`src/rtl/vga_frame_reader.sv`:
```
// vga_frame_reader
// Scan-out engine for the image region of data memory. Reads one 8-bit
// grayscale byte per pixel clock and drives a VGA raster; the gray value is
// replicated onto R, G and B. The image window sits at the top-left of the
// visible area, and everything outside it is black.
//
// Build option: define VGA_FRAME_BORDER_EN to draw a 1-pixel white border just
// right of and just below the image window while showing. When it is left
// undefined, those pixels are black and the border logic is not built.
//
// Ports
//   clk_i           pixel clock (single clock domain)
//   rst_ni          asynchronous active-low reset
//   start_i         arms the display (pulse or level)
//   image_select_i  0: image at IMG0_BASE, 1: image at IMG1_BASE
//   mem_addr_o      memory read address (data returns one cycle later)
//   mem_rdata_i     memory read data
//   hsync_o         horizontal sync, active-low, aligned with rgb_out_o
//   vsync_o         vertical sync, active-low, aligned with rgb_out_o
//   rgb_out_o       {R,G,B} pixel
//   active_o        high while in SHOW
//   frame_done_o    one-cycle pulse together with the last image pixel
//
// States
//   IDLE  | output black, syncs running, waiting for start_i
//   ARMED | waiting for the frame boundary to begin showing
//   SHOW  | image shown; image_select_i re-latched at every frame boundary
module vga_frame_reader #(
  parameter int H_ACTIVE = 640,
  parameter int H_FP     = 16,
  parameter int H_SYNC   = 96,
  parameter int H_BP     = 48,
  parameter int V_ACTIVE = 480,
  parameter int V_FP     = 10,
  parameter int V_SYNC   = 2,
  parameter int V_BP     = 33,
  parameter int IMG_W    = 256,
  parameter int IMG_H    = 256,
  parameter int ADDR_W   = 16,
  parameter logic [ADDR_W-1:0] IMG0_BASE = 16'h0000,
  parameter logic [ADDR_W-1:0] IMG1_BASE = 16'h4000
) (
  input  logic              clk_i,
  input  logic              rst_ni,
  input  logic              start_i,
  input  logic              image_select_i,
  output logic [ADDR_W-1:0] mem_addr_o,
  input  logic [7:0]        mem_rdata_i,
  output logic              hsync_o,
  output logic              vsync_o,
  output logic [23:0]       rgb_out_o,
  output logic              active_o,
  output logic              frame_done_o
);

  localparam int H_TOTAL = H_ACTIVE + H_FP + H_SYNC + H_BP;
  localparam int V_TOTAL = V_ACTIVE + V_FP + V_SYNC + V_BP;
  localparam int HCW     = $clog2(H_TOTAL);
  localparam int VCW     = $clog2(V_TOTAL);

  localparam logic [HCW-1:0] H_LAST     = HCW'(H_TOTAL - 1);
  localparam logic [HCW-1:0] H_VIS      = HCW'(H_ACTIVE);
  localparam logic [HCW-1:0] H_SYNC_BEG = HCW'(H_ACTIVE + H_FP);
  localparam logic [HCW-1:0] H_SYNC_END = HCW'(H_ACTIVE + H_FP + H_SYNC);
  localparam logic [HCW-1:0] H_IMG      = HCW'(IMG_W);
  localparam logic [HCW-1:0] H_IMG_LAST = HCW'(IMG_W - 1);

  localparam logic [VCW-1:0] V_LAST     = VCW'(V_TOTAL - 1);
  localparam logic [VCW-1:0] V_VIS      = VCW'(V_ACTIVE);
  localparam logic [VCW-1:0] V_SYNC_BEG = VCW'(V_ACTIVE + V_FP);
  localparam logic [VCW-1:0] V_SYNC_END = VCW'(V_ACTIVE + V_FP + V_SYNC);
  localparam logic [VCW-1:0] V_IMG      = VCW'(IMG_H);
  localparam logic [VCW-1:0] V_IMG_LAST = VCW'(IMG_H - 1);

  typedef enum logic [1:0] {
    S_IDLE  = 2'd0,
    S_ARMED = 2'd1,
    S_SHOW  = 2'd2
  } state_t;

  // Stage 0: raster counters and window decode
  logic [HCW-1:0]    hcnt_q, hcnt_d;
  logic [VCW-1:0]    vcnt_q, vcnt_d;
  state_t            state_q;
  logic              sel_q, sel_d;
  logic [ADDR_W-1:0] ptr_q;
  logic [ADDR_W-1:0] base_d;
  logic              active_q;

  logic frame_end;
  logic reload;
  logic showing;
  logic visible;
  logic in_img;
  logic win0, hs0, vs0, last0;

  // Stage 1 / stage 2
  logic        win1_q, hs1_q, vs1_q, last1_q;
  logic [23:0] rgb_q, rgb_d;
  logic        hsync_q, vsync_q, frame_done_q;

  always_comb begin
    hcnt_d = hcnt_q + HCW'(1);
    vcnt_d = vcnt_q;
    if (hcnt_q == H_LAST) begin
      hcnt_d = '0;
      vcnt_d = (vcnt_q == V_LAST) ? '0 : vcnt_q + VCW'(1);
    end
  end

  always_ff @(posedge clk_i or negedge rst_ni) begin
    if (!rst_ni) begin
      hcnt_q <= '0;
      vcnt_q <= '0;
    end else begin
      hcnt_q <= hcnt_d;
      vcnt_q <= vcnt_d;
    end
  end

  assign frame_end = (hcnt_q == H_LAST) && (vcnt_q == V_LAST);
  assign showing   = (state_q == S_SHOW);
  assign visible   = (hcnt_q < H_VIS) && (vcnt_q < V_VIS);
  assign in_img    = visible && (hcnt_q < H_IMG) && (vcnt_q < V_IMG);
  assign win0      = showing && in_img;
  assign hs0       = !((hcnt_q >= H_SYNC_BEG) && (hcnt_q < H_SYNC_END));
  assign vs0       = !((vcnt_q >= V_SYNC_BEG) && (vcnt_q < V_SYNC_END));
  assign last0     = showing && (hcnt_q == H_IMG_LAST) && (vcnt_q == V_IMG_LAST);

  // The selection and pointer base are taken at every boundary once armed,
  // so a mid-frame image_select_i change only lands at the next frame.
  assign reload = frame_end && (state_q != S_IDLE);
  assign sel_d  = reload ? image_select_i : sel_q;
  assign base_d = sel_d ? IMG1_BASE : IMG0_BASE;

  // The pointer advances once per in-window cycle. The window holds exactly
  // IMG_W*IMG_H pixels, so after the last one it rests until the next reload.
  always_ff @(posedge clk_i or negedge rst_ni) begin
    if (!rst_ni) begin
      state_q  <= S_IDLE;
      sel_q    <= 1'b0;
      ptr_q    <= IMG0_BASE;
      active_q <= 1'b0;
    end else begin
      case (state_q)
        S_IDLE: begin
          if (start_i) state_q <= S_ARMED;
        end
        S_ARMED: begin
          if (frame_end) begin
            state_q  <= S_SHOW;
            active_q <= 1'b1;
          end
        end
        S_SHOW: begin
          state_q <= S_SHOW;
        end
        default: begin
          state_q  <= S_IDLE;
          active_q <= 1'b0;
        end
      endcase

      sel_q <= sel_d;
      if (reload) begin
        ptr_q <= base_d;
      end else if (win0) begin
        ptr_q <= ptr_q + ADDR_W'(1);
      end
    end
  end

`ifdef VGA_FRAME_BORDER_EN
  logic border0, border1_q;

  assign border0 = showing && visible &&
                   (((hcnt_q == H_IMG) && (vcnt_q <= V_IMG)) ||
                    ((vcnt_q == V_IMG) && (hcnt_q <= H_IMG)));

  always_ff @(posedge clk_i or negedge rst_ni) begin
    if (!rst_ni) border1_q <= 1'b0;
    else         border1_q <= border0;
  end

  assign rgb_d = win1_q    ? {3{mem_rdata_i}} :
                 border1_q ? 24'hFFFFFF       : 24'h000000;
`else
  assign rgb_d = win1_q ? {3{mem_rdata_i}} : 24'h000000;
`endif

  // Sync and window flags travel alongside the memory read so that pixels
  // and syncs reach the pins together, two cycles after the counters.
  always_ff @(posedge clk_i or negedge rst_ni) begin
    if (!rst_ni) begin
      win1_q       <= 1'b0;
      hs1_q        <= 1'b1;
      vs1_q        <= 1'b1;
      last1_q      <= 1'b0;
      rgb_q        <= '0;
      hsync_q      <= 1'b1;
      vsync_q      <= 1'b1;
      frame_done_q <= 1'b0;
    end else begin
      win1_q       <= win0;
      hs1_q        <= hs0;
      vs1_q        <= vs0;
      last1_q      <= last0;
      rgb_q        <= rgb_d;
      hsync_q      <= hs1_q;
      vsync_q      <= vs1_q;
      frame_done_q <= last1_q;
    end
  end

  assign mem_addr_o   = ptr_q;
  assign hsync_o      = hsync_q;
  assign vsync_o      = vsync_q;
  assign rgb_out_o    = rgb_q;
  assign active_o     = active_q;
  assign frame_done_o = frame_done_q;

endmodule

```
`config.mk`:
```
export PLATFORM = sky130hd
export DESIGN_NAME = vga_frame_reader
export DESIGN_NICKNAME = d
export VERILOG_FILES = /design/src/rtl/vga_frame_reader.sv
export SDC_FILE = /design/constraint.sdc
export NUM_CORES = 1
export LEC_CHECK = 0
export BUFFER_PORTS_ARGS = -buffer_cell sky130_fd_sc_hd__buf_4
export CORE_MARGIN = 5
export CORE_UTILIZATION = 40
export DETAILED_ROUTE_END_ITERATION = 16
export MAX_ROUTING_LAYER = met4
export PLACE_DENSITY = 0.6
export SETUP_SLACK_MARGIN = 0.1
export SYNTH_ARGS = -nofsm -noshare
export SYNTH_HDL_FRONTEND = slang
export SYNTH_SLANG_ARGS = --single-unit
```
`constraint.sdc`:
```
create_clock -name clk_i -period 2.2 [get_ports clk_i]
set_input_delay 0.11 -clock clk_i [delete_from_list [all_inputs] [get_ports clk_i]]
set_output_delay 0.11 -clock clk_i [all_outputs]
set_load 0.01 [all_outputs]
```
==> reports/metrics.csv, run 1 <==
stage,metric,value,unit
clock_tree,"Setup Fix Bufs, Post-CTS",0,
timing,Final period util,91.3,%
layout,"commonest cells after routing, fill and taps aside","buf_4 (63), dfrtp_1 (50), nor2_1 (22)",
timing,RSZ-0062 raised after global routing,no,
detailed_routing,Residual DRC,0,
floorplanning,Initial Utilization,41.6,%
timing,setup TNS,0,ns
worst_setup_path,startpoint types,flip-flop,
clock_tree,Worst-path clk slew,0.10,ns
layout,Layout area overhead,20.5,%
detailed_routing,post-DR vias/cell,5.28,
worst_setup_path,Crit. Startpoint,hcnt_q[8],
floorplanning,die width,91.7,microns
pwr,Leakage,1.42,nW
yosys,Syn Nets,279,
floorplanning,top-level port count,56,
placed_design,Port Buffers,55,
timing,Final Max Slew Viols,0,
detailed_routing,vias,2045,
floorplanning,Die ar.,8420,sq um
timing,fin crit period,2.01,ns
grt,antenna violations before repair,0,
worst_setup_path,CP arrival,2.25,ns
yosys,synth warn,0,
worst_setup_path,critical path class,reg -> reg,
timing,Tightest Pin Transition,0.683,ns
clock_tree,latest clock arrival within the worst-skew pair,0.31,ns
flow_run,Maximum Capacitance Violations,0,
worst_setup_path,critical path peak fanout,14,
clock_tree,CTS tree,built,
pwr,Max VDD drop,0.219,mV
worst_setup_path,reg-to-reg setup timing slack,0.19,ns
yosys,synthesized flop and latch total,54,
clock_tree,clk buf depth,2,
layout,antenna fix cells,0,
layout,share of layout cells above drive strength 1,26.8,%
timing,clk_skew,0.0141,ns
clock_tree,H-tree Lvls,2,
placed_design,Final Wtd Congestion,0.864,
detailed_routing,antenna-violating nets left,0,
clock_tree,TritonCTS buffer count,5,
timing,final setup fails,0,
yosys,Syn Area/Cell,10.3,sq um
worst_setup_path,WP data required,2.44,ns
yosys,Post-synth EDFFs,0,
clock_tree,CTS Root Cell,clkbuf_8,
layout,Multi-input gate area,1130,sq um
yosys,Post-Syn Area,2670,sq um
floorplanning,Core Region,6420,sq um
placed_design,Post-DP HPWL,3.89,mm
yosys,"Seq/Total Area, Yosys",50.7,%
detailed_routing,router iterations before antenna repair,4,
yosys,share of flip-flops with an asynchronous set or reset,100,%
grt,global route overflow,0,
worst_setup_path,Worst setup endpoint,mem_addr_o[13],
floorplanning,std cell rows,29,
layout,register area,1360,sq um
layout,fin util,50.1,%
grt,GRT Total Usage,13.5,%
timing,Slew Limit Headroom,54.4,%
detailed_routing,initial DRC count,68,
min_path,HP Class,in -> reg,
timing,achievable clock frequency,498,MHz
worst_setup_path,reg-to-reg startpoint,hcnt_q[8],
layout,"most common cell after layout, fill and taps aside",buf_4,
yosys,dominant synthesized flop cell,dfrtp_1,
layout,final instance area,3220,sq um
grt,largest net degree at the start of global routing,55,
yosys,synth unique cells,41,
clock_tree,Sink Count,54,
layout,fin nets,329,
worst_setup_path,nature of the critical path endpoint,flip-flop,
detailed_routing,routed len/inst,13.9,microns
placed_design,Post-Place Cell Area,3120,sq um
yosys,Syn Inst Count,259,
pwr,Final Power,1.64,mW
run_status,outcome,completed,
detailed_routing,final WL,5.37,mm
worst_setup_path,RR Endpoint,mem_addr_o[13],
grt,first-pass GRT wire length,9.16,mm
floorplanning,chip height,91.7,microns
grt,vias in the first global route,1906,
worst_setup_path,worst r2r path cells,4,
pwr,PD cells,508,nW/um^2
layout,FILL cells,604,
timing,final hold vios,0,
==> how the worst min path moves through the flow <==
stage                    from        endpoint  slack (ns)  cells after the start
2_1_floorplan          rst_ni        active_o       -0.19                      0
3_3_place_gp           rst_ni  mem_addr_o[11]        0.20                      1
3_5_place_dp           rst_ni  mem_addr_o[12]        0.20                      1
4_1_cts        mem_rdata_i[6]   rgb_out_o[22]       0.007                      2
5_1_grt        mem_rdata_i[1]   rgb_out_o[17]       0.002                      2
6_report       mem_rdata_i[6]   rgb_out_o[22]        0.02                      2
==> cell usage after synthesis, types with 2 or more instances <==
master / instances / area share (%)
nor4b_1: 2 / 0.66
xnor2_1: 17 / 5.6
or3_1: 8 / 1.9
buf_4: 16 / 4.5
dfstp_2: 4 / 3.9
clkbuf_1: 5 / 0.70
nor3_1: 7 / 1.3
nor2_1: 22 / 3.1
nand3_1: 14 / 2.6
dfrtp_1: 50 / 47
mux2i_1: 2 / 0.75
and4_1: 3 / 0.98
or4_1: 5 / 1.4
a21oi_1: 8 / 1.5
ha_1: 8 / 3.7
o211ai_1: 2 / 0.56
nand2_1: 11 / 1.5
o21ai_0: 6 / 1.1
xor2_1: 6 / 2.0
nor4_1: 10 / 2.3
inv_1: 13 / 1.8
or2_2: 2 / 0.47
and2_1: 9 / 2.1
nand4_1: 7 / 1.6
and3_1: 3 / 0.70
o31ai_1: 4 / 1.1
==> routing by layer <==
| layer | routed length [microns] | GRT usage [%] | part of all wire, % |
|---|---|---|---|
| met5 | 0 | - | 0 |
| met4 | 24 | 3.22 | 0.45 |
| met3 | 367 | 3.76 | 6.8 |
| met2 | 2460 | 21.4 | 46 |
| met1 | 2510 | 17.2 | 47 |
==> area by class of cell <==
type	count	area share [%]
sequential	54	42.1
clock inverter	2	0.428
tap	77	2.99
multi-input combinational	170	35.1
timing repair buffer	65	15.6
clock buffer	6	2.25
inverter	13	1.52
==> metrics by stage <==
stage | std cells | hold slack (ns) | worst slack (ns)
floorplan | 259 | -0.186 | 0.327
global placement | 378 | 0.200 | 0.242
detailed placement | 378 | 0.197 | 0.213
CTS | 387 | 0.00680 | 0.185
global route | 387 | 0.00205 | 0.109
finish | 387 | 0.0164 | 0.191
==> flip-flops by register name, summed over array words and instances, names as in the netlist, 2 cells and up <==
register and count:
hcnt_q 10, mem_addr_o 16, rgb_out_o 8, state_q 2, vcnt_q 10
==> logic make-up (layout without fill, tap and decap cells) <==
family / count (synthesis) / after routing / share of synthesized area [%]
multiplexers: 3 / 3 / 1.17
XOR/XNOR: 23 / 23 / 7.54
AND/OR/NAND/NOR: 111 / 111 / 23.7
AO/OA/AOI/OAI: 25 / 25 / 5.90
buffers and inverters: 35 / 86 / 7.21
flip-flops: 54 / 54 / 50.7
adder cells (fa/ha/maj): 8 / 8 / 3.75
==> critical path: stages (launching register included) <==
cell	delay [ns]
dfrtp_1	0.44
or3_4	0.48
or3_1	0.40
or4_1	0.47
a21oi_1	0.15
==> timing repair <==
action                                  4_1_cts  5_1_grt
endpoints found under the hold margin        50        0
endpoints found under the setup margin        0        1
hold buffers                                  1        0
resized for setup                             0        1
==> where the power goes <==
part / switching [mW] / internal [mW]
combinational: 0.0440 / 0.0461
sequential: 0.00659 / 1.00
clock: 0.314 / 0.225
(Power assumes the default switching activity.)
==> run 2: changes to the inputs <==
--- a/config.mk
+++ b/config.mk
@@ -7,10 +7,10 @@
 export LEC_CHECK = 0
 export BUFFER_PORTS_ARGS = -buffer_cell sky130_fd_sc_hd__buf_4
 export CORE_MARGIN = 5
-export CORE_UTILIZATION = 40
+export CORE_UTILIZATION = 30
 export DETAILED_ROUTE_END_ITERATION = 16
 export MAX_ROUTING_LAYER = met4
-export PLACE_DENSITY = 0.6
+export PLACE_DENSITY = 0.5
 export SETUP_SLACK_MARGIN = 0.1
 export SYNTH_ARGS = -nofsm -noshare
 export SYNTH_HDL_FRONTEND = slang
==> constraint.sdc (replaced) <==
create_clock -name clk_i -period 1.83 [get_ports clk_i]
set_input_delay 0.0915 -clock clk_i [delete_from_list [all_inputs] [get_ports clk_i]]
set_output_delay 0.0915 -clock clk_i [all_outputs]
set_load 0.01 [all_outputs]
==> run 2 against run 1 <==
  * Sequential cell count unchanged
  * Die area increased by 29%
  * Combinational power increased by 38%
  * Clock power increased by 84%
  * Cell count increased by 21%
  * Maximum frequency increased by 10%
  * Via count increased by 7.3%
  * Worst setup slack got worse by 0.18 ns
==> reports/metrics.csv, run 2 (synthesis results as in run 1) <==
stage,metric,value,unit,change
timing,Slew Limit Headroom,53.3,%,was 54.4%
worst_setup_path,reg-to-reg startpoint,vcnt_q[0],,was hcnt_q[8]
layout,antenna fix cells,0,,unchanged
grt,vias in the first global route,2147,,was 1906
worst_setup_path,critical path peak fanout,15,,was 14
timing,clk_skew,0.00388,ns,was 0.0141 ns
timing,RSZ-0062 raised after global routing,yes,,was no
timing,Final period util,99.5,%,was 91.3%
worst_setup_path,WP data required,2.03,ns,was 2.44 ns
pwr,Final Power,2.32,mW,was 1.64 mW
clock_tree,CTS Root Cell,clkbuf_8,,unchanged
pwr,Leakage,1.72,nW,was 1.42 nW
worst_setup_path,nature of the critical path endpoint,flip-flop,,unchanged
clock_tree,H-tree Lvls,2,,unchanged
worst_setup_path,critical path class,reg -> reg,,unchanged
detailed_routing,initial DRC count,57,,was 68
timing,achievable clock frequency,549,MHz,was 498 MHz
floorplanning,Core Region,8720,sq um,was 6420 sq um
floorplanning,chip height,104,microns,was 91.7 microns
floorplanning,Initial Utilization,30.6,%,was 41.6%
floorplanning,Die ar.,10900,sq um,was 8420 sq um
worst_setup_path,reg-to-reg setup timing slack,0.009,ns,was 0.19 ns
floorplanning,top-level port count,56,,unchanged
clock_tree,CTS tree,built,,unchanged
min_path,HP Start,image_select_i,,was mem_rdata_i[6]
placed_design,Final Wtd Congestion,0.809,,was 0.864
min_path,HP Class,in -> reg,,unchanged
timing,Tightest Pin Transition,0.700,ns,was 0.683 ns
worst_setup_path,worst r2r path cells,7,,was 4
placed_design,Post-DP HPWL,4.41,mm,was 3.89 mm
clock_tree,latest clock arrival within the worst-skew pair,0.31,ns,about the same
timing,fin crit period,1.82,ns,was 2.01 ns
layout,"commonest cells after routing, fill and taps aside","buf_4 (102), dfrtp_1 (50), nor2_1 (21)",,"was buf_4 (63), dfrtp_1 (50), nor2_1 (22)"
grt,largest net degree at the start of global routing,55,,unchanged
timing,setup TNS,0,ns,unchanged
timing,hold slack,0.0380,ns,was 0.0164 ns
timing,final setup fails,0,,unchanged
grt,GRT Total Usage,11.5,%,was 13.5%
layout,fin nets,378,,was 329
detailed_routing,Residual DRC,0,,unchanged
clock_tree,TritonCTS buffer count,5,,unchanged
timing,Final Max Slew Viols,0,,unchanged
clock_tree,Worst-path clk slew,0.10,ns,about the same
layout,"non-filler cells, final",467,,was 387
grt,antenna violations before repair,0,,unchanged
worst_setup_path,RR Endpoint,mem_addr_o[13],,unchanged
flow_run,Maximum Capacitance Violations,0,,unchanged
grt,global route overflow,0,,unchanged
detailed_routing,antenna-violating nets left,0,,unchanged
placed_design,post-placement cell count,438,,was 378
layout,share of layout cells above drive strength 1,40.7,%,was 26.8%
worst_setup_path,startpoint types,flip-flop,,unchanged
grt,first-pass GRT wire length,10.3,mm,was 9.16 mm
min_path,hold depth,3,,was 2
min_path,Hold Path Sink,mem_addr_o[14],,was rgb_out_o[22]
placed_design,Port Buffers,55,,unchanged
detailed_routing,vias,2194,,was 2045
detailed_routing,post-DR vias/cell,4.70,,was 5.28
detailed_routing,router iterations before antenna repair,4,,unchanged
run_status,outcome,completed,,unchanged
floorplanning,std cell rows,34,,was 29
layout,max FFs per register,16,,unchanged
worst_setup_path,CP arrival,2.02,ns,was 2.25 ns
layout,"most common cell after layout, fill and taps aside",buf_4,,unchanged
detailed_routing,routed len/inst,13.4,microns,was 13.9 microns
floorplanning,die width,104,microns,was 91.7 microns
timing,final hold vios,0,,unchanged
detailed_routing,final WL,6.24,mm,was 5.37 mm
clock_tree,Sink Count,54,,unchanged
clock_tree,clk buf depth,2,,unchanged
pwr,Max VDD drop,0.258,mV,was 0.219 mV
pwr,PD cells,606,nW/um^2,was 508 nW/um^2
layout,Layout area overhead,43.6,%,was 20.5%
[run 2: cell types whose count changed in the layout (fill, tap and decap cells not counted), moves of 3 or more]
cell / before / now
buf_4: 63 / 102
dlygate4sd3_1: 1 / 9
ha_1: 8 / 5
or3_4: 1 / 4
or3_1: 8 / 5
inv_2: 0 / 3
inv_1: 13 / 10
[run 2: area by class of cell]
type	instances	area (sq um)
Fill cell	834	4880
Inverter	13	48.8
Clock inverter	2	60.1
Timing Repair Buffer	114	898
Multi-Input combinational cell	170	1260
Tap cell	108	135
Sequential cell	54	1360
Clock buffer	6	82.6
[run 2: worst max-delay path by stage]
stage / endpoint / start
after floorplan: mem_addr_o[13] / state_q[0]
after global placement: mem_addr_o[13] / hcnt_q[9]
after detailed placement: mem_addr_o[13] / hcnt_q[9]
after CTS: mem_addr_o[13] / vcnt_q[0]
after global routing: mem_addr_o[13] / state_q[0]
final: mem_addr_o[13] / vcnt_q[0]
[run 2: through the flow]
stage	utilization, %	cell area, sq um	setup WS, ns
floorplan	-	2710	0.0144
global placement	39.0	3400	0.00965
detailed placement	39.0	3400	-0.0349
CTS	42.6	3710	-0.00848
global route	44.0	3840	-0.0586
finish	44.0	3840	0.00915
[run 2: worst max-delay path, cell delays in order (launching register included)]
cell and delay [ns]:
dfrtp_1 0.40, inv_2 0.09, ha_4 0.13, nand4_1 0.11
or4_4 0.54, nor3_4 0.21, buf_12 0.17, a21oi_1 0.05
[run 2: repair_timing]
| action | CTS | global route |
|---|---|---|
| pin swaps | 4 | 4 |
| hold endpoints to repair | 58 | 0 |
| buffers inserted | 9 | 3 |
| cloned | 0 | 0 |
| hold buffers | 9 | 0 |
| setup endpoints to repair | 20 | 27 |
| gates resized for setup | 2 | 21 |
[run 2: where the power goes]
group          internal [mW]  leakage, nW  switching [mW]  total, mW
sequential              1.20        0.681         0.00814       1.21
clock                  0.584       0.0714           0.406      0.990
combinational         0.0669        0.967          0.0570      0.124
total                   1.85         1.72           0.471       2.33
[run 2: metal layers]
metal	wire length (microns)	vias up	share of wire, %	global-route usage (%)
met5	0	-	0	-
met4	64	0	1.0	3.05
met3	331	7	5.3	3.10
met2	3090	47	49	19.0
met1	2760	1050	44	14.0
li1	-	1090	-	-
